### src/rtl/dpram_arb_pkg.sv
// Shared types for the dpram port arbiter: FSM states, requester ids, read tag.
// Latency: none, declarations only.
// Backpressure: none, declarations only.
package dpram_arb_pkg;

  typedef enum logic {
    ST_CLEAR = 1'b0,
    ST_ARB   = 1'b1
  } state_t;

  localparam logic REQ_0 = 1'b0;
  localparam logic REQ_1 = 1'b1;

  // Travels alongside an issued read so its result reaches the right requester
  typedef struct packed {
    logic valid;
    logic id;
  } rd_tag_t;

endpackage

### src/rtl/rr_arb2.sv
// Two-way round-robin grant: a lone request wins, a tie goes to the one not served last.
// Latency: combinational, zero cycles.
// Backpressure: a losing request simply sees no grant and stays pending.
module rr_arb2 (
  input  logic [1:0] req,
  input  logic       rr_last,
  output logic [1:0] gnt
);

  // Pick the winner; on a tie the requester that did not win last time goes first
  always_comb begin
    gnt = 2'b00;
    case (req)
      2'b01:   gnt = 2'b01;
      2'b10:   gnt = 2'b10;
      2'b11:   gnt = rr_last ? 2'b01 : 2'b10;
      default: gnt = 2'b00;
    endcase
  end

endmodule

### src/rtl/dpram_port_arbiter.sv
// Shares one dpram port between two requesters and zero-fills the RAM after reset.
// Latency: grant same cycle, read data and rvalid two cycles after the grant.
// Backpressure: requests wait (no grant) while the other side wins or while the clear runs.
module dpram_port_arbiter
  import dpram_arb_pkg::*;
#(
  parameter int ADDR_WIDTH     = 15,
  parameter int DATA_WIDTH     = 8,
  parameter bit CLEAR_ON_RESET = 1'b1
) (
  input  logic                  clock,
  input  logic                  reset,
  input  logic                  req0,
  input  logic                  req1,
  input  logic                  we0,
  input  logic                  we1,
  input  logic [ADDR_WIDTH-1:0] addr0,
  input  logic [ADDR_WIDTH-1:0] addr1,
  input  logic [DATA_WIDTH-1:0] wdata0,
  input  logic [DATA_WIDTH-1:0] wdata1,
  output logic                  gnt0,
  output logic                  gnt1,
  output logic                  rvalid0,
  output logic                  rvalid1,
  output logic [DATA_WIDTH-1:0] rdata0,
  output logic [DATA_WIDTH-1:0] rdata1,
  output logic                  busy,
  output logic [ADDR_WIDTH-1:0] ram_address,
  output logic [DATA_WIDTH-1:0] ram_data,
  output logic                  ram_wren,
  input  logic [DATA_WIDTH-1:0] ram_q
);

  localparam logic [ADDR_WIDTH-1:0] CLR_LAST = '1;

  state_t                state;
  logic [ADDR_WIDTH-1:0] clr_cnt;
  logic                  rr_last;
  rd_tag_t               tag_s1;
  rd_tag_t               tag_s2;
  logic [ADDR_WIDTH-1:0] hold_addr;
  logic [DATA_WIDTH-1:0] hold_data;
  logic [1:0]            arb_gnt;
  logic                  arb_en;

  rr_arb2 u_rr_arb2 (
    .req     ({req1, req0}),
    .rr_last (rr_last),
    .gnt     (arb_gnt)
  );

  // Grants only exist in ARB and never in a reset cycle
  assign arb_en = (state == ST_ARB) && !reset;
  assign gnt0   = arb_en && arb_gnt[0];
  assign gnt1   = arb_en && arb_gnt[1];

  // Read results come out of the second tag stage, one cycle after ram_q was captured
  assign rvalid0 = tag_s2.valid && (tag_s2.id == REQ_0);
  assign rvalid1 = tag_s2.valid && (tag_s2.id == REQ_1);

  // Drive the RAM pins: clear writes, then the winner, else hold address/data idle
  always_comb begin
    ram_address = hold_addr;
    ram_data    = hold_data;
    ram_wren    = 1'b0;
    if (!reset) begin
      if (state == ST_CLEAR) begin
        ram_address = clr_cnt;
        ram_data    = '0;
        ram_wren    = 1'b1;
      end else if (gnt0) begin
        ram_address = addr0;
        ram_data    = wdata0;
        ram_wren    = we0;
      end else if (gnt1) begin
        ram_address = addr1;
        ram_data    = wdata1;
        ram_wren    = we1;
      end
    end
  end

  // Clear sequencer: one zero write per cycle, then hand over to arbitration
  always_ff @(posedge clock) begin
    if (reset) begin
      state   <= CLEAR_ON_RESET ? ST_CLEAR : ST_ARB;
      busy    <= CLEAR_ON_RESET;
      clr_cnt <= '0;
    end else if (state == ST_CLEAR) begin
      clr_cnt <= clr_cnt + 1'b1;
      if (clr_cnt == CLR_LAST) begin
        state <= ST_ARB;
        busy  <= 1'b0;
      end
    end
  end

  // Remember who won last and what was last put on the RAM pins
  always_ff @(posedge clock) begin
    if (reset) begin
      rr_last   <= 1'b1;
      hold_addr <= '0;
      hold_data <= '0;
    end else begin
      if (gnt0 || gnt1) begin
        rr_last <= gnt1;
      end
      hold_addr <= ram_address;
      hold_data <= ram_data;
    end
  end

  // Read tag pipeline and result capture; writes never enter the pipeline
  always_ff @(posedge clock) begin
    if (reset) begin
      tag_s1 <= '0;
      tag_s2 <= '0;
      rdata0 <= '0;
      rdata1 <= '0;
    end else begin
      tag_s1.valid <= (gnt0 && !we0) || (gnt1 && !we1);
      tag_s1.id    <= gnt1 ? REQ_1 : REQ_0;
      tag_s2       <= tag_s1;
      if (tag_s1.valid) begin
        if (tag_s1.id == REQ_0) begin
          rdata0 <= ram_q;
        end else begin
          rdata1 <= ram_q;
        end
      end
    end
  end

endmodule

### config.mk
export PLATFORM = sky130hd
export DESIGN_NAME = dpram_port_arbiter
export DESIGN_NICKNAME = d
export VERILOG_FILES = /design/src/rtl/dpram_arb_pkg.sv /design/src/rtl/rr_arb2.sv /design/src/rtl/dpram_port_arbiter.sv
export SDC_FILE = /design/constraint.sdc
export NUM_CORES = 1
export LEC_CHECK = 0
export BUFFER_PORTS_ARGS = -buffer_cell sky130_fd_sc_hd__buf_2
export CAP_MARGIN = 10
export CORE_MARGIN = 4
export CORE_UTILIZATION = 51
export DETAILED_ROUTE_END_ITERATION = 6
export GPL_TIMING_DRIVEN = 0
export PLACE_DENSITY_LB_ADDON = 0.08
export SLEW_MARGIN = 10
export SYNTH_ARGS = -nofsm -noshare
export SYNTH_HDL_FRONTEND = slang
export SYNTH_SLANG_ARGS = --single-unit
### constraint.sdc
create_clock -name clock -period 2.3 [get_ports clock]
set_clock_uncertainty 0.2 [all_clocks]
set_input_delay 0.46 -clock clock [delete_from_list [all_inputs] [get_ports clock]]
set_output_delay 0.46 -clock clock [all_outputs]
set_load 0.01 [all_outputs]
# Word-level counts from Yosys, hierarchy flattened
# Cells that the tools add are included.
# op_classes
n_addsub	1
eq_ne	4
muxes	17
bitwise	3
n_reduce_logical	15
# ops
op	count
$mux W15	4
$mux W8	4
$add A15 B1 Y15 const B	1
$eq A15 B15 Y1 const B	1
$logic_and A1 B1 Y1	7
$mux W1	7
$pmux W2 S3	1
$reduce_and A2 Y1	3
$eq A2 B2 Y1 const B	2
$logic_not A1 Y1	3
$not A1 Y1	3
$eq A2 B1 Y1 const B	1
$logic_or A1 B1 Y1	2
$mux W2	1
# totals
register_bits	61
inputBits	60
out_inout_bits	45
wordCells	52

# Depth between registers and ports, before layout
# Gate-level depths: netlist of run 1.
# depth
depth_word	7
depth_mapped	6
depth_no_buf	4

# Modules after synthesis
# Synthesis of run 1 repeated with hierarchy kept, for this count alone.
# unflattened
hier_cells	359
area_unflattened_um2	2997.9
# by_module_without_submodules
mod	instances	cells_each	area_per_inst_um2	seq_area_each_um2
dpram_port_arbiter	1	356	2979.1	1221.2
rr_arb2	1	3	18.8	0.0

# Least setup slack after synthesis of run 1
# OpenSTA, ideal clock, no wires.
# synth_timing
kind	input to output
startpoint	input req0
endpoint	output ram_address[4]
arrival_ns	1.499
required_ns	1.640
setup_slack_ns	0.141
path_stages	5
n_path_buf	2
path_cell_list	buf_2 a21bo_2 clkbuf_1 nor2_1 o31ai_1
# synth_via
elab_chain_cells	7
elab_cells_between_ends	10
cone_classes	eq/ne: 3; mux: 5; reduce/logical: 2
# synth_rtl
element	line_no	text
from (decl)	dpram_port_arbiter.sv:13	input logic req0,
$eq A2 B2 Y1 or $eq A2 B1 Y1 (tied branches)	rr_arb2.sv:13	case (req)
$pmux W2 S3 *	rr_arb2.sv:13	
$logic_and A1 B1 Y1	dpram_port_arbiter.sv:55	assign gnt1 = arb_en && arb_gnt[1];
$mux W15	dpram_port_arbiter.sv:75	end else if (gnt1) begin
$mux W15 *	dpram_port_arbiter.sv:71	end else if (gnt0) begin
$mux W15 *	dpram_port_arbiter.sv:67	if (state == ST_CLEAR) begin
$mux W15 *	dpram_port_arbiter.sv:66	if (!reset) begin
to (decl)	dpram_port_arbiter.sv:28	output logic [ADDR_WIDTH-1:0] ram_address,
# Mark *: on every way between the ends. The rest lies on a longest branch, timed or not.

# Worst setup path in the final report of run 1
# layout_timing
startpoint	register rr_last
endpoint	output ram_address[1]
# layout_via
elab_chain_cells	7
elab_cells_between_ends	8
cone_classes	mux: 6; reduce/logical: 2
# layout_rtl
element	line_no	text
from (decl)	dpram_port_arbiter.sv:38	logic rr_last;
from (signal assigned)	dpram_port_arbiter.sv:106	rr_last <= gnt1;
$mux W2 *	rr_arb2.sv:16	2'b11: gnt = rr_last ? 2'b01 : 2'b10;
$pmux W2 S3 *	rr_arb2.sv:13	
$logic_and A1 B1 Y1	dpram_port_arbiter.sv:55	
$mux W15	dpram_port_arbiter.sv:75	
$mux W15 *	dpram_port_arbiter.sv:71	
$mux W15 *	dpram_port_arbiter.sv:67	
$mux W15 *	dpram_port_arbiter.sv:66	
# Marks and branches as above.

==> impl_metrics.sql, run 1 <==
INSERT INTO impl_metrics (metric_group, metric, value, unit) VALUES
('global_route', 'number_of_global_route_vias_before_repair', '3371', ''),
('timing', 'finalSetupViolCount', '1', ''),
('synthesis', 'post_synth_fa_ha_maj_area_fraction', '0.3824', '%'),
('synthesis', 'synth_cells', '412', ''),
('synthesis', 'synth_top_area_share', '37.32', '%'),
('clocking', 'total_clock_buffers_created_by_cts', '9', ''),
('setup_path', 'crit_type', 'flop to output pin', ''),
('run_status', 'outcome', 'finished with violations', ''),
('routing', 'drc', '4', ''),
('clocking', 'max-clock-path-buffers', '2', ''),
('placed_design', 'io_buffers', '103', ''),
('finish', 'drive_gt1_share', '37.17', '%'),
('routing', 'detail_route.wl_per_cell', '17.93', 'um'),
('clocking', 'tritoncts_clock_tree', 'built', ''),
('setup_path', 'worstSetupStartpointType', 'flop', ''),
('setup_path', 'critPathArrivalTime', '1.64', 'ns'),
('floorplanning', 'dieArea', '0.007761', 'mm^2'),
('global_route', 'initial_antenna_violation_count', '0', ''),
('synthesis', 'yosysSeqAreaShare', '37.32', '%'),
('placed_design', 'post_place_cell_area', '0.003881', 'mm^2'),
('routing', 'final_antenna_net_count', '0', ''),
('finish', 'finish.net_count', '589', ''),
('run_status', 'violations', 'design-rule violations, negative setup slack', ''),
('timing', 'setup_repair_after_global_routing_missed_its_margin', 'true', ''),
('hold_path', 'holdCritPathClass', 'input port to flop', ''),
('synthesis', 'synth-xor-area-share', '1.071', '%'),
('floorplanning', 'die_h', '88.10', 'um'),
('routing', 'initial_drt_pass_iterations', '7', ''),
('global_route', 'grt_pass1_wl', '16170', 'um'),
('setup_path', 'cp-end-kind', 'output pin', ''),
('synthesis', 'ys_types', '44', ''),
('finish', 'final_cell_mix', 'sky130_fd_sc_hd__buf_2, sky130_fd_sc_hd__dfxtp_1, sky130_fd_sc_hd__nand2_1, sky130_fd_sc_hd__nor2_1, sky130_fd_sc_hd__a21oi_1', ''),
('setup_path', 'timing.critical_path.required', '1.64', 'ns'),
('timing', 'worst_slew_margin_rel', '63.50', '%'),
('placed_design', 'globalplace.congestion', '0.8585', ''),
('global_route', 'groute.usage.overall', '26.41', '%'),
('clocking', 'path_clk_slew', '0.06', 'ns'),
('synthesis', 'synth_mux_area_share', '1.683', '%'),
('placed_design', 'place.detailed.instances', '590', ''),
('synthesis', 'yosys_most_used_dff', 'sky130_fd_sc_hd__dfxtp_1', ''),
('routing', 'detailroute.via_count', '3727', ''),
('routing', 'first_iter_violations', '332', ''),
('clocking', 'cts_htree_levels', '3', ''),
('timing', 'report.final.hold_viol_count', '0', ''),
('synthesis', 'synth_compound_area_share', '29.18', '%'),
('synthesis', 'ys_top_cells_by_area', 'sky130_fd_sc_hd__dfxtp_1, sky130_fd_sc_hd__nand2_1, sky130_fd_sc_hd__a31oi_1', ''),
('clocking', 'cts_root_buf', 'sky130_fd_sc_hd__clkbuf_8', ''),
('synthesis', 'synth.ff_latch_count', '61', ''),
('finish', 'layout.core_utilization', '73.68', '%'),
('finish', 'layout-area-overhead-vs-synth', '36.48', '%'),
('floorplanning', 'die_width', '88.10', 'um'),
('timing', 'worst_slack', '-0.002407', 'ns'),
('synthesis', 'main_combinational_cell_family_by_area_after_synthesis', 'compound AO/OA/AOI/OAI gates', ''),
('timing', 'slew_viol_final', '0', ''),
('pwr', 'powerDensity', '529.8', 'mW/mm^2'),
('finish', 'final_cell_count_no_fill', '605', ''),
('global_route', 'grt_max_degree', '19', ''),
('finish', 'final_non_filler_cell_area', '0.004466', 'mm^2'),
('global_route', 'globalRoute.totalOverflow', '0', ''),
('job', 'drv.max_cap_violation_count', '0', ''),
('synthesis', 'mappedNetlistNets', '473', ''),
('synthesis', 'post_synth_and_or_nand_nor_area_fraction', '23.82', '%'),
('clocking', 'worst_skew_pair.late_latency', '0.33', 'ns'),
('finish', 'diodes', '0', ''),
('floorplanning', 'boundaryPins', '105', ''),
('timing', 'timing_worst_slew_pin_value', '0.5474', 'ns'),
('pwr', 'total_power', '2366', 'uW'),
('timing', 'layout_min_cycle_time', '2.302', 'ns'),
('clocking', 'cts_hold_buf', '0', ''),
('setup_path', 'path_max_fanout', '10', ''),
('synthesis', 'syn_area_per_cell', '7.941', 'um^2');
==> critical path, stage by stage (launching register included) <==
cell and delay, ns:
sky130_fd_sc_hd__dfxtp_4 0.40, sky130_fd_sc_hd__a21bo_2 0.15, sky130_fd_sc_hd__buf_2 0.22, sky130_fd_sc_hd__nor2_1 0.09
sky130_fd_sc_hd__o31ai_2 0.27, sky130_fd_sc_hd__buf_2 0.18
==> state kept, by name, summed over array words and instances (netlist names) <==
signal,cells
clr_cnt,15
hold_addr,15
hold_data,8
rdata0,8
rdata1,8
tag_s1,2
tag_s2,2
busy,1
rr_last,1
state,1
==> logic make-up (layout without fill, tap and decap cells) <==
group | count (synthesis) | after routing
simple gates | 153 | 153
compound gates | 136 | 136
flops | 61 | 61
buf+inv | 52 | 170
mux | 5 | 5
xor+xnor | 4 | 4
fa+ha+maj | 1 | 1
==> where the power goes <==
group	internal [uW]	switching (uW)
combinational	112	157
clock	623	404
sequential	1060	7.94
==> through the flow <==
step / setup slack, ns / hold slack, ns / setup TNS (ns)
finish: -0.002407 / 0.1741 / -0.002407
global route: -0.04769 / 0.1611 / -0.2456
detailed placement: -0.2628 / 0.2440 / -3.483
CTS: 0.005480 / 0.1518 / 0
floorplan: 0.1410 / 0.2629 / 0
global placement: -0.2312 / 0.2389 / -2.939
==> cell type report <==
type | instances | area, um^2 | share of cell area, %
clock buffers | 11 | 141.4 | 3.166
well taps | 75 | 93.84 | 2.101
clock inverters | 2 | 60.06 | 1.345
repair buffers | 108 | 545.5 | 12.22
flip-flops and latches | 61 | 1226 | 27.46
inverters | 14 | 56.30 | 1.261
plain buffers | 35 | 269.0 | 6.024
multi-input cells | 299 | 2073 | 46.43
==> timing repair <==
item / 4_1_cts / 5_1_grt
setup endpoints to repair: 25 / 24
pin swaps: 2 / 10
buffers inserted: 0 / 2
cloned: 0 / 3
gates resized for setup: 39 / 63
==> layer usage <==
metal | vias to the layer above | GRT usage (%) | wire, um
met2 | 234 | 41.44 | 5100
met4 | 0 | 8.654 | 237
met3 | 29 | 4.610 | 1072
met5 | - | 0 | 0
li1 | 1760 | - | -
met1 | 1704 | 36.90 | 4439
==> Yosys cell counts, types with 2 or more instances <==
cell	number
sky130_fd_sc_hd__dfxtp_1	61
sky130_fd_sc_hd__nand2_1	49
sky130_fd_sc_hd__nor2_1	26
sky130_fd_sc_hd__a21oi_1	23
sky130_fd_sc_hd__nand3_1	21
sky130_fd_sc_hd__a31oi_1	20
sky130_fd_sc_hd__clkbuf_1	18
sky130_fd_sc_hd__o31ai_1	15
sky130_fd_sc_hd__buf_2	14
sky130_fd_sc_hd__inv_1	14
sky130_fd_sc_hd__nor3_1	13
sky130_fd_sc_hd__a22oi_1	12
sky130_fd_sc_hd__nor2b_1	12
sky130_fd_sc_hd__o21ai_0	12
sky130_fd_sc_hd__a311oi_1	11
sky130_fd_sc_hd__a32oi_1	11
sky130_fd_sc_hd__nand2b_1	11
sky130_fd_sc_hd__o21a_1	11
sky130_fd_sc_hd__o32ai_1	9
sky130_fd_sc_hd__a211oi_1	8
sky130_fd_sc_hd__buf_1	5
sky130_fd_sc_hd__mux2_2	4
sky130_fd_sc_hd__nand4_1	3
sky130_fd_sc_hd__nor4_1	3
sky130_fd_sc_hd__or4_1	3
sky130_fd_sc_hd__xnor2_1	3
sky130_fd_sc_hd__nand4b_1	2
sky130_fd_sc_hd__or3_2	2
==> final timing paths <==
kind / from / endpoint / cells past startpoint / slack [ns]
setup / recovery: rr_last$_SDFFE_PP1P_ / ram_address[1] / 5 / -0.002
hold / removal: we1 / tag_s1[1]$_SDFF_PP0_ / 2 / 0.17
setup reg to reg: clr_cnt[1]$_SDFFE_PP0N_ / clr_cnt[14]$_SDFFE_PP0N_ / 4 / 0.34
hold reg to reg: rdata0[1]$_SDFFE_PP0P_ / rdata0[1]$_SDFFE_PP0P_ / 2 / 0.25
(Power assumes the default switching activity.)
==> inputs of run 2 (changes only) <==
--- a/config.mk
+++ b/config.mk
@@ -5,14 +5,18 @@
 export SDC_FILE = /design/constraint.sdc
 export NUM_CORES = 1
 export LEC_CHECK = 0
+export ABC_AREA = 1
 export BUFFER_PORTS_ARGS = -buffer_cell sky130_fd_sc_hd__buf_2
 export CAP_MARGIN = 10
+export CELL_PAD_IN_SITES_DETAIL_PLACEMENT = 0
+export CELL_PAD_IN_SITES_GLOBAL_PLACEMENT = 1
 export CORE_MARGIN = 4
-export CORE_UTILIZATION = 51
+export CORE_UTILIZATION = 34
 export DETAILED_ROUTE_END_ITERATION = 6
 export GPL_TIMING_DRIVEN = 0
 export PLACE_DENSITY_LB_ADDON = 0.08
 export SLEW_MARGIN = 10
 export SYNTH_ARGS = -nofsm -noshare
 export SYNTH_HDL_FRONTEND = slang
+export SYNTH_HIERARCHICAL = 1
 export SYNTH_SLANG_ARGS = --single-unit
==> impl_metrics.sql, run 2 <==
INSERT INTO impl_metrics (metric_group, metric, value, unit) VALUES
('run_status', 'outcome', 'finished with violations', ''),
('run_status', 'violations', 'negative setup slack', ''),
('routing', 'first_iter_violations', '146', ''),
('synthesis', 'synth_cells', '518', ''),
('setup_path', 'path_max_fanout', '5', ''),
('synthesis', 'netlist.top_cell.by_area', 'sky130_fd_sc_hd__dfxtp_1', ''),
('timing', 'worst_hold_slack', '0.1393', 'ns'),
('placed_design', 'detailedPlacementHpwl', '7316', 'um'),
('routing', 'initial_drt_pass_iterations', '4', ''),
('setup_path', 'ff2ff_path_depth', '10', ''),
('finish', 'drive_gt1_share', '33.54', '%'),
('global_route', 'number_of_global_route_vias_before_repair', '3429', ''),
('global_route', 'grt_pass1_wl', '16620', 'um'),
('timing', 'worst_slack', '-0.08688', 'ns'),
('routing', 'detailroute.via_count', '3460', ''),
('routing', 'drc', '0', ''),
('hold_path', 'worstHoldPathCells', '2', ''),
('synthesis', 'post_synth_edffs', '0', ''),
('setup_path', 'timing.critical_path.required', '1.64', 'ns'),
('setup_path', 'worst-r2r-setup-slack', '0.69', 'ns'),
('timing', 'report.final.hold_viol_count', '0', ''),
('setup_path', 'path_delay_family', 'simple AND/OR/NAND/NOR gates', ''),
('finish', 'commonest_non_fill_non_tap_cell_in_the_layout', 'sky130_fd_sc_hd__nand2_1', ''),
('clocking', 'total_clock_buffers_created_by_cts', '9', ''),
('synthesis', 'synth.ff_latch_count', '61', ''),
('global_route', 'grt_max_degree', '11', ''),
('setup_path', 'regToRegEndpoint', 'hold_addr[0]$_SDFF_PP0_', ''),
('finish', 'layout-area-overhead-vs-synth', '42.51', '%'),
('floorplanning', 'floorplan.initialDensity', '35.42', '%'),
('timing', 'finalSetupViolCount', '24', ''),
('clocking', 'max-clock-path-buffers', '2', ''),
('timing', 'worst_slew_margin_rel', '60.92', '%'),
('clocking', 'worst_skew_pair.late_latency', '0.33', 'ns'),
('global_route', 'globalRoute.totalOverflow', '0', ''),
('clocking', 'tritoncts_clock_tree', 'built', ''),
('synthesis', 'yosysSeqAreaShare', '38.96', '%'),
('global_route', 'groute.usage.overall', '18.83', '%'),
('timing', 'layout_min_cycle_time', '2.387', 'ns'),
('synthesis', 'netlist_area', '0.003134', 'mm^2'),
('setup_path', 'path_buf_inv', '3', ''),
('pwr', 'irDropWorstVdd', '0.0002464', 'V'),
('clocking', 'cts_root_buf', 'sky130_fd_sc_hd__clkbuf_8', ''),
('clocking', 'tritoncts_num_sinks', '61', ''),
('routing', 'drt-vias-per-instance', '4.577', ''),
('clocking', 'cts_htree_levels', '3', ''),
('setup_path', 'timing.critical_path.slowest_cell_delay', '0.36', 'ns'),
('floorplanning', 'boundaryPins', '105', ''),
('setup_path', 'crit_type', 'flop to output pin', ''),
('floorplanning', 'dieArea', '0.01082', 'mm^2'),
('floorplanning', 'coreArea', '0.008848', 'mm^2'),
('synthesis', 'synth_top_area_share', '38.96', '%'),
('finish', 'largestRegisters', 'clr_cnt (15), hold_addr (15)', ''),
('setup_path', 'timing.critical_path.cells', 'a21oi_4 > nand3_4 > inv_6 > buf_8 > nand2_4 > nand3_2 > nand2_1 > nand2_1 > nand2_1 > buf_2', ''),
('pwr', 'leakagePower', '0.002471', 'uW'),
('setup_path', 'cp-end-kind', 'output pin', ''),
('setup_path', 'worst_reg2reg_startpoint', 'rr_last$_SDFFE_PP1P_', ''),
('setup_path', 'worst_path_max_delay_cell', 'sky130_fd_sc_hd__dfxtp_4', ''),
('synthesis', 'ys_types', '24', ''),
('global_route', 'initial_antenna_violation_count', '1', ''),
('timing', 'slew_viol_final', '0', ''),
('floorplanning', 'die_width', '104.0', 'um'),
('setup_path', 'crit_path_frequent_cell', 'sky130_fd_sc_hd__nand2_1', ''),
('timing', 'finalCritPeriodShare', '103.8', '%'),
('timing', 'timing_worst_slew_pin_value', '0.5862', 'ns'),
('synthesis', 'syn_area_per_cell', '6.051', 'um^2'),
('hold_path', 'min_to', 'tag_s1[1]$_SDFF_PP0_', ''),
('placed_design', 'globalplace.congestion', '0.8377', ''),
('placed_design', 'io_buffers', '103', ''),
('synthesis', 'yosys_warnings', '6', ''),
('clocking', 'path_clk_slew', '0.07', 'ns'),
('floorplanning', 'die_h', '104.0', 'um'),
('timing', 'finalSetupTns', '-1.272', 'ns'),
('setup_path', 'worstSetupStartpointType', 'flop', ''),
('routing', 'postRouteWirelength', '10140', 'um'),
('finish', 'finish.net_count', '705', ''),
('synthesis', 'asyncSetResetFlopFracSynth', '0', '%'),
('synthesis', 'post_synth_most_frequent_cells', 'sky130_fd_sc_hd__nand2_1, sky130_fd_sc_hd__nor2_1, sky130_fd_sc_hd__inv_1', ''),
('hold_path', 'holdCritPathClass', 'input port to flop', ''),
('floorplanning', 'rows', '34', ''),
('finish', 'final_cell_mix', 'sky130_fd_sc_hd__nand2_1, sky130_fd_sc_hd__buf_2, sky130_fd_sc_hd__nor2_1, sky130_fd_sc_hd__inv_1, sky130_fd_sc_hd__dfxtp_1', ''),
('synthesis', 'ys_top_cells_by_area', 'sky130_fd_sc_hd__dfxtp_1, sky130_fd_sc_hd__nand2_1, sky130_fd_sc_hd__nor2_1', ''),
('pwr', 'powerDensity', '495.2', 'mW/mm^2'),
('setup_path', 'critPathArrivalTime', '1.73', 'ns'),
('routing', 'final_antenna_net_count', '0', ''),
('hold_path', 'worst_hold_startpoint', 'we1', ''),
('synthesis', 'mappedNetlistNets', '579', ''),
('synthesis', 'post-synth-top-count-cell', 'sky130_fd_sc_hd__nand2_1', ''),
('timing', 'setup_repair_after_global_routing_missed_its_margin', 'true', ''),
('clocking', 'cts_hold_buf', '0', ''),
('job', 'drv.max_cap_violation_count', '0', ''),
('timing', 'max_freq', '419.0', 'MHz'),
('routing', 'detail_route.wl_per_cell', '13.42', 'um'),
('synthesis', 'yosys_most_used_dff', 'sky130_fd_sc_hd__dfxtp_1', '');
-- run 2: cell types whose count changed in the layout (fill, tap and decap cells not counted), sizes merged, moves of 12 or more --
cell / previous run / this run
a22oi: 12 / 0
a31oi: 20 / 2
inv: 13 / 76
nand2: 49 / 174
nor2: 26 / 88
nor2b: 12 / 0
nor3: 13 / 1
o21ai: 12 / 32
o31ai: 15 / 0
-- run 2: where the power goes --
group	switching, uW	internal, uW	leakage [uW]
registers	6.45	1060	0.000493
logic	91.7	70.0	0.00188
clock network	404	579	0.000102
-- run 2: final cells by class --
type / instances / area, um^2
well taps: 108 / 135.1
inverters: 77 / 297.8
fillers: 951 / 4382
flip-flops and latches: 61 / 1229
clock inverters: 1 / 30.03
diodes: 1 / 2.502
repair buffers: 115 / 679.4
plain buffers: 21 / 162.7
clock buffers: 13 / 168.9
multi-input cells: 359 / 1762
-- run 2: logic make-up (layout without fill, tap and decap cells) --
kind of cell / count (synthesis) / after routing / share of synthesized area [%]
buf+inv: 98 / 227 / 12.49
compound gates: 61 / 61 / 9.940
simple gates: 297 / 297 / 38.20
other cells: 0 / 1 / 0
fa+ha+maj: 1 / 1 / 0.3991
flops: 61 / 61 / 38.96
-- run 2: worst register-to-register path: cells and delay by family (launching register included) --
| kind | cells | cell delay [ns] |
|---|---|---|
| simple gates | 5 | 0.38 |
| flops | 1 | 0.36 |
| buf+inv | 4 | 0.41 |
| compound gates | 1 | 0.19 |
-- run 2: how the worst max path moves through the flow --
stage	from	end	slack (ns)	cells past startpoint
5_1_grt	rr_last$_SDFFE_PP1P_	ram_address[2]	-0.20	10
2_1_floorplan	req1	ram_wren	0.12	7
4_1_cts	rr_last$_SDFFE_PP1P_	ram_wren	-0.05	7
3_5_place_dp	req1	ram_address[7]	-0.38	11
3_3_place_gp	req1	ram_address[7]	-0.39	12
6_report	rr_last$_SDFFE_PP1P_	ram_address[0]	-0.09	10
-- run 2: per-stage QoR --
stage | util, % | power (uW) | instances | setup WS (ns) | area (um^2)
2_1_floorplan | - | 1152 | 518 | 0.1210 | 3134
3_3_place_gp | 42.77 | 1233 | 729 | -0.3854 | 3785
3_5_place_dp | 42.77 | 1233 | 729 | -0.3751 | 3785
4_1_cts | 46.90 | 2241 | 748 | -0.04819 | 4150
5_1_grt | 50.48 | 2314 | 756 | -0.1987 | 4467
6_report | 50.48 | 2212 | 756 | -0.08688 | 4467
-- run 2: repair_timing --
action / in CTS / in global routing
endpoints found under the setup margin: 25 / 24
hold endpoints to repair: 0 / 0
gates resized for setup: 36 / 69
gates cloned: 0 / 2
pin swaps: 11 / 23
setup buffers: 5 / 5
-- run 2: routing by layer --
metal  vias up  GRT usage, %  share of wire (%)
li1       1837             -                  -
met1      1543         24.73                 47
met2        75         30.32                 48
met3         5         5.090                4.4
met4         0         5.413               0.97
met5         -             0                  0
==> inputs of run 3 (changes only) <==
--- a/config.mk
+++ b/config.mk
@@ -8,10 +8,8 @@
 export ABC_AREA = 1
 export BUFFER_PORTS_ARGS = -buffer_cell sky130_fd_sc_hd__buf_2
 export CAP_MARGIN = 10
-export CELL_PAD_IN_SITES_DETAIL_PLACEMENT = 0
-export CELL_PAD_IN_SITES_GLOBAL_PLACEMENT = 1
 export CORE_MARGIN = 4
-export CORE_UTILIZATION = 34
+export CORE_UTILIZATION = 50
 export DETAILED_ROUTE_END_ITERATION = 6
 export GPL_TIMING_DRIVEN = 0
 export PLACE_DENSITY_LB_ADDON = 0.08
==> impl_metrics.sql, run 3 (synthesis results as in run 2) <==
INSERT INTO impl_metrics (metric_group, metric, value, unit) VALUES
('finish', 'commonest_non_fill_non_tap_cell_in_the_layout', 'sky130_fd_sc_hd__nand2_1', ''),
('pwr', 'irDropWorstVdd', '0.0004458', 'V'),
('timing', 'finalSetupViolCount', '20', ''),
('floorplanning', 'die_h', '87.18', 'um'),
('floorplanning', 'boundaryPins', '105', ''),
('global_route', 'grt_max_degree', '11', ''),
('setup_path', 'worst_reg2reg_startpoint', 'clr_cnt[0]$_SDFFE_PP0N_', ''),
('routing', 'final_antenna_net_count', '0', ''),
('timing', 'max_freq', '425.2', 'MHz'),
('finish', 'diodes', '0', ''),
('placed_design', 'globalplace.congestion', '0.8538', ''),
('setup_path', 'path_max_fanout', '10', ''),
('setup_path', 'regToRegEndpoint', 'clr_cnt[14]$_SDFFE_PP0N_', ''),
('finish', 'drive_gt1_share', '25.82', '%'),
('setup_path', 'timing.critical_path.required', '1.64', 'ns'),
('setup_path', 'critPathArrivalTime', '1.69', 'ns'),
('job', 'drv.max_cap_violation_count', '0', ''),
('hold_path', 'worst_hold_startpoint', 'we1', ''),
('routing', 'first_iter_violations', '178', ''),
('run_status', 'outcome', 'finished with violations', ''),
('timing', 'worst_slack', '-0.05168', 'ns'),
('setup_path', 'worst_path_max_delay_cell', 'sky130_fd_sc_hd__dfxtp_4', ''),
('clocking', 'cts_hold_buf', '0', ''),
('setup_path', 'cp-end-kind', 'output pin', ''),
('timing', 'worst_hold_slack', '0.1302', 'ns'),
('run_status', 'violations', 'negative setup slack', ''),
('timing', 'setup_repair_after_global_routing_missed_its_margin', 'true', ''),
('floorplanning', 'die_width', '87.18', 'um'),
('placed_design', 'pre_cts_ws', '-0.3428', 'ns'),
('setup_path', 'path_delay_family', 'flip-flops', ''),
('floorplanning', 'rows', '28', ''),
('setup_path', 'timing.critical_path.slowest_cell_delay', '0.36', 'ns'),
('routing', 'postRouteWirelength', '9066', 'um'),
('routing', 'detail_route.wl_per_cell', '12.63', 'um'),
('clocking', 'path_clk_slew', '0.07', 'ns'),
('pwr', 'total_power', '1993', 'uW'),
('global_route', 'groute.usage.overall', '23.86', '%'),
('pwr', 'leakagePower', '0.002365', 'uW'),
('finish', 'final_cell_mix', 'sky130_fd_sc_hd__nand2_1, sky130_fd_sc_hd__buf_2, sky130_fd_sc_hd__nor2_1, sky130_fd_sc_hd__inv_1, sky130_fd_sc_hd__dfxtp_1', ''),
('pwr', 'powerDensity', '486.6', 'mW/mm^2'),
('timing', 'report.final.hold_viol_count', '0', ''),
('timing', 'finalCritPeriodShare', '102.2', '%'),
('routing', 'detailroute.via_count', '3459', ''),
('setup_path', 'worstSetupStartpointType', 'flop', ''),
('global_route', 'globalRoute.totalOverflow', '0', ''),
('timing', 'layout_min_cycle_time', '2.352', 'ns'),
('timing', 'slew_viol_final', '0', ''),
('placed_design', 'detailedPlacementHpwl', '6427', 'um'),
('finish', 'layout.core_utilization', '68.38', '%'),
('global_route', 'initial_antenna_violation_count', '0', ''),
('hold_path', 'min_to', 'tag_s1[1]$_SDFF_PP0_', ''),
('finish', 'final_non_filler_cell_area', '0.004096', 'mm^2'),
('global_route', 'number_of_global_route_vias_before_repair', '3107', ''),
('setup_path', 'crit_path_frequent_cell', 'sky130_fd_sc_hd__nand2_1', ''),
('floorplanning', 'dieArea', '0.007599', 'mm^2'),
('hold_path', 'holdCritPathClass', 'input port to flop', ''),
('setup_path', 'worst-r2r-setup-slack', '0.69', 'ns'),
('routing', 'drt-vias-per-instance', '4.818', ''),
('setup_path', 'ff2ff_path_depth', '8', ''),
('hold_path', 'worstHoldPathCells', '2', ''),
('placed_design', 'post_place_cell_area', '0.003744', 'mm^2'),
('clocking', 'tritoncts_num_sinks', '61', ''),
('floorplanning', 'coreArea', '0.005991', 'mm^2'),
('setup_path', 'path_buf_inv', '2', ''),
('clocking', 'worst_skew_pair.late_latency', '0.34', 'ns'),
('setup_path', 'crit_type', 'flop to output pin', ''),
('clocking', 'cts_root_buf', 'sky130_fd_sc_hd__clkbuf_8', ''),
('finish', 'layout-area-overhead-vs-synth', '30.70', '%'),
('routing', 'initial_drt_pass_iterations', '4', ''),
('clocking', 'cts_htree_levels', '3', ''),
('global_route', 'grt_pass1_wl', '14170', 'um'),
('clocking', 'max-clock-path-buffers', '2', ''),
('setup_path', 'timing.critical_path.cells', 'a21oi_4 > nand3_4 > buf_4 > nand2_1 > nand2_1 > o21ai_1 > nand2_1 > buf_2', ''),
('placed_design', 'io_buffers', '103', ''),
('timing', 'worst_slew_margin_rel', '61.90', '%'),
('clocking', 'total_clock_buffers_created_by_cts', '9', ''),
('timing', 'timing_worst_slew_pin_value', '0.5715', 'ns'),
('setup_path', 'logic_depth_of_the_worst_path_buffers_included', '8', ''),
('floorplanning', 'floorplan.initialDensity', '52.32', '%'),
('clocking', 'tritoncts_clock_tree', 'built', ''),
('finish', 'largestRegisters', 'clr_cnt (15), hold_addr (15)', ''),
('finish', 'finish.net_count', '701', ''),
('routing', 'drc', '0', '');
[run 3: area by class of cell]
| cell class | count | area [um^2] |
|---|---|---|
| Buffer | 21 | 147.6 |
| Clock buffer | 11 | 131.4 |
| Clock inverter | 3 | 15.01 |
| Fill cell | 589 | 1894 |
| Inverter | 77 | 294.0 |
| Multi-Input combinational cell | 359 | 1599 |
| Sequential cell | 61 | 1229 |
| Tap cell | 75 | 93.84 |
| Timing Repair Buffer | 111 | 586.8 |
[run 3: worst max-delay path by stage]
| stage | from | endpoint |
|---|---|---|
| 6_report | rr_last$_SDFFE_PP1P_ | ram_data[6] |
| 5_1_grt | rr_last$_SDFFE_PP1P_ | ram_address[5] |
| 4_1_cts | rr_last$_SDFFE_PP1P_ | ram_data[7] |
| 3_5_place_dp | req1 | ram_data[3] |
| 3_3_place_gp | req1 | ram_address[7] |
| 2_1_floorplan | req1 | ram_wren |
[run 3: per-layer routing]
layer  vias up  track usage, %  wire length (um)
met3        10           5.109               653
met5         -               0                 0
li1       1823               -                 -
met2       106           39.48              4238
met4         0           7.252               112
met1      1520           31.17              4060
[run 3: repair_timing]
item                       CTS  global route
pin swaps                    5             4
cloned                       1             0
hold endpoints to repair     0             0
setup endpoints to repair   25            24
gates resized for setup     28            19
setup buffers                5             2
[run 3: where the power goes]
group,leakage (uW),switching (uW),internal (uW),total (uW)
combinational,0.00179,82.3,65.1,147
clock,0.0000788,404,374,778
sequential,0.000493,6.92,1060,1070
[run 3: per-stage QoR]
stage                     setup TNS (ns)  cells
after floorplan                        0    518
after global placement            -6.405    696
after detailed placement          -6.659    696
after CTS                      -0.003397    716
after global routing              -2.653    718
final                            -0.5460    718
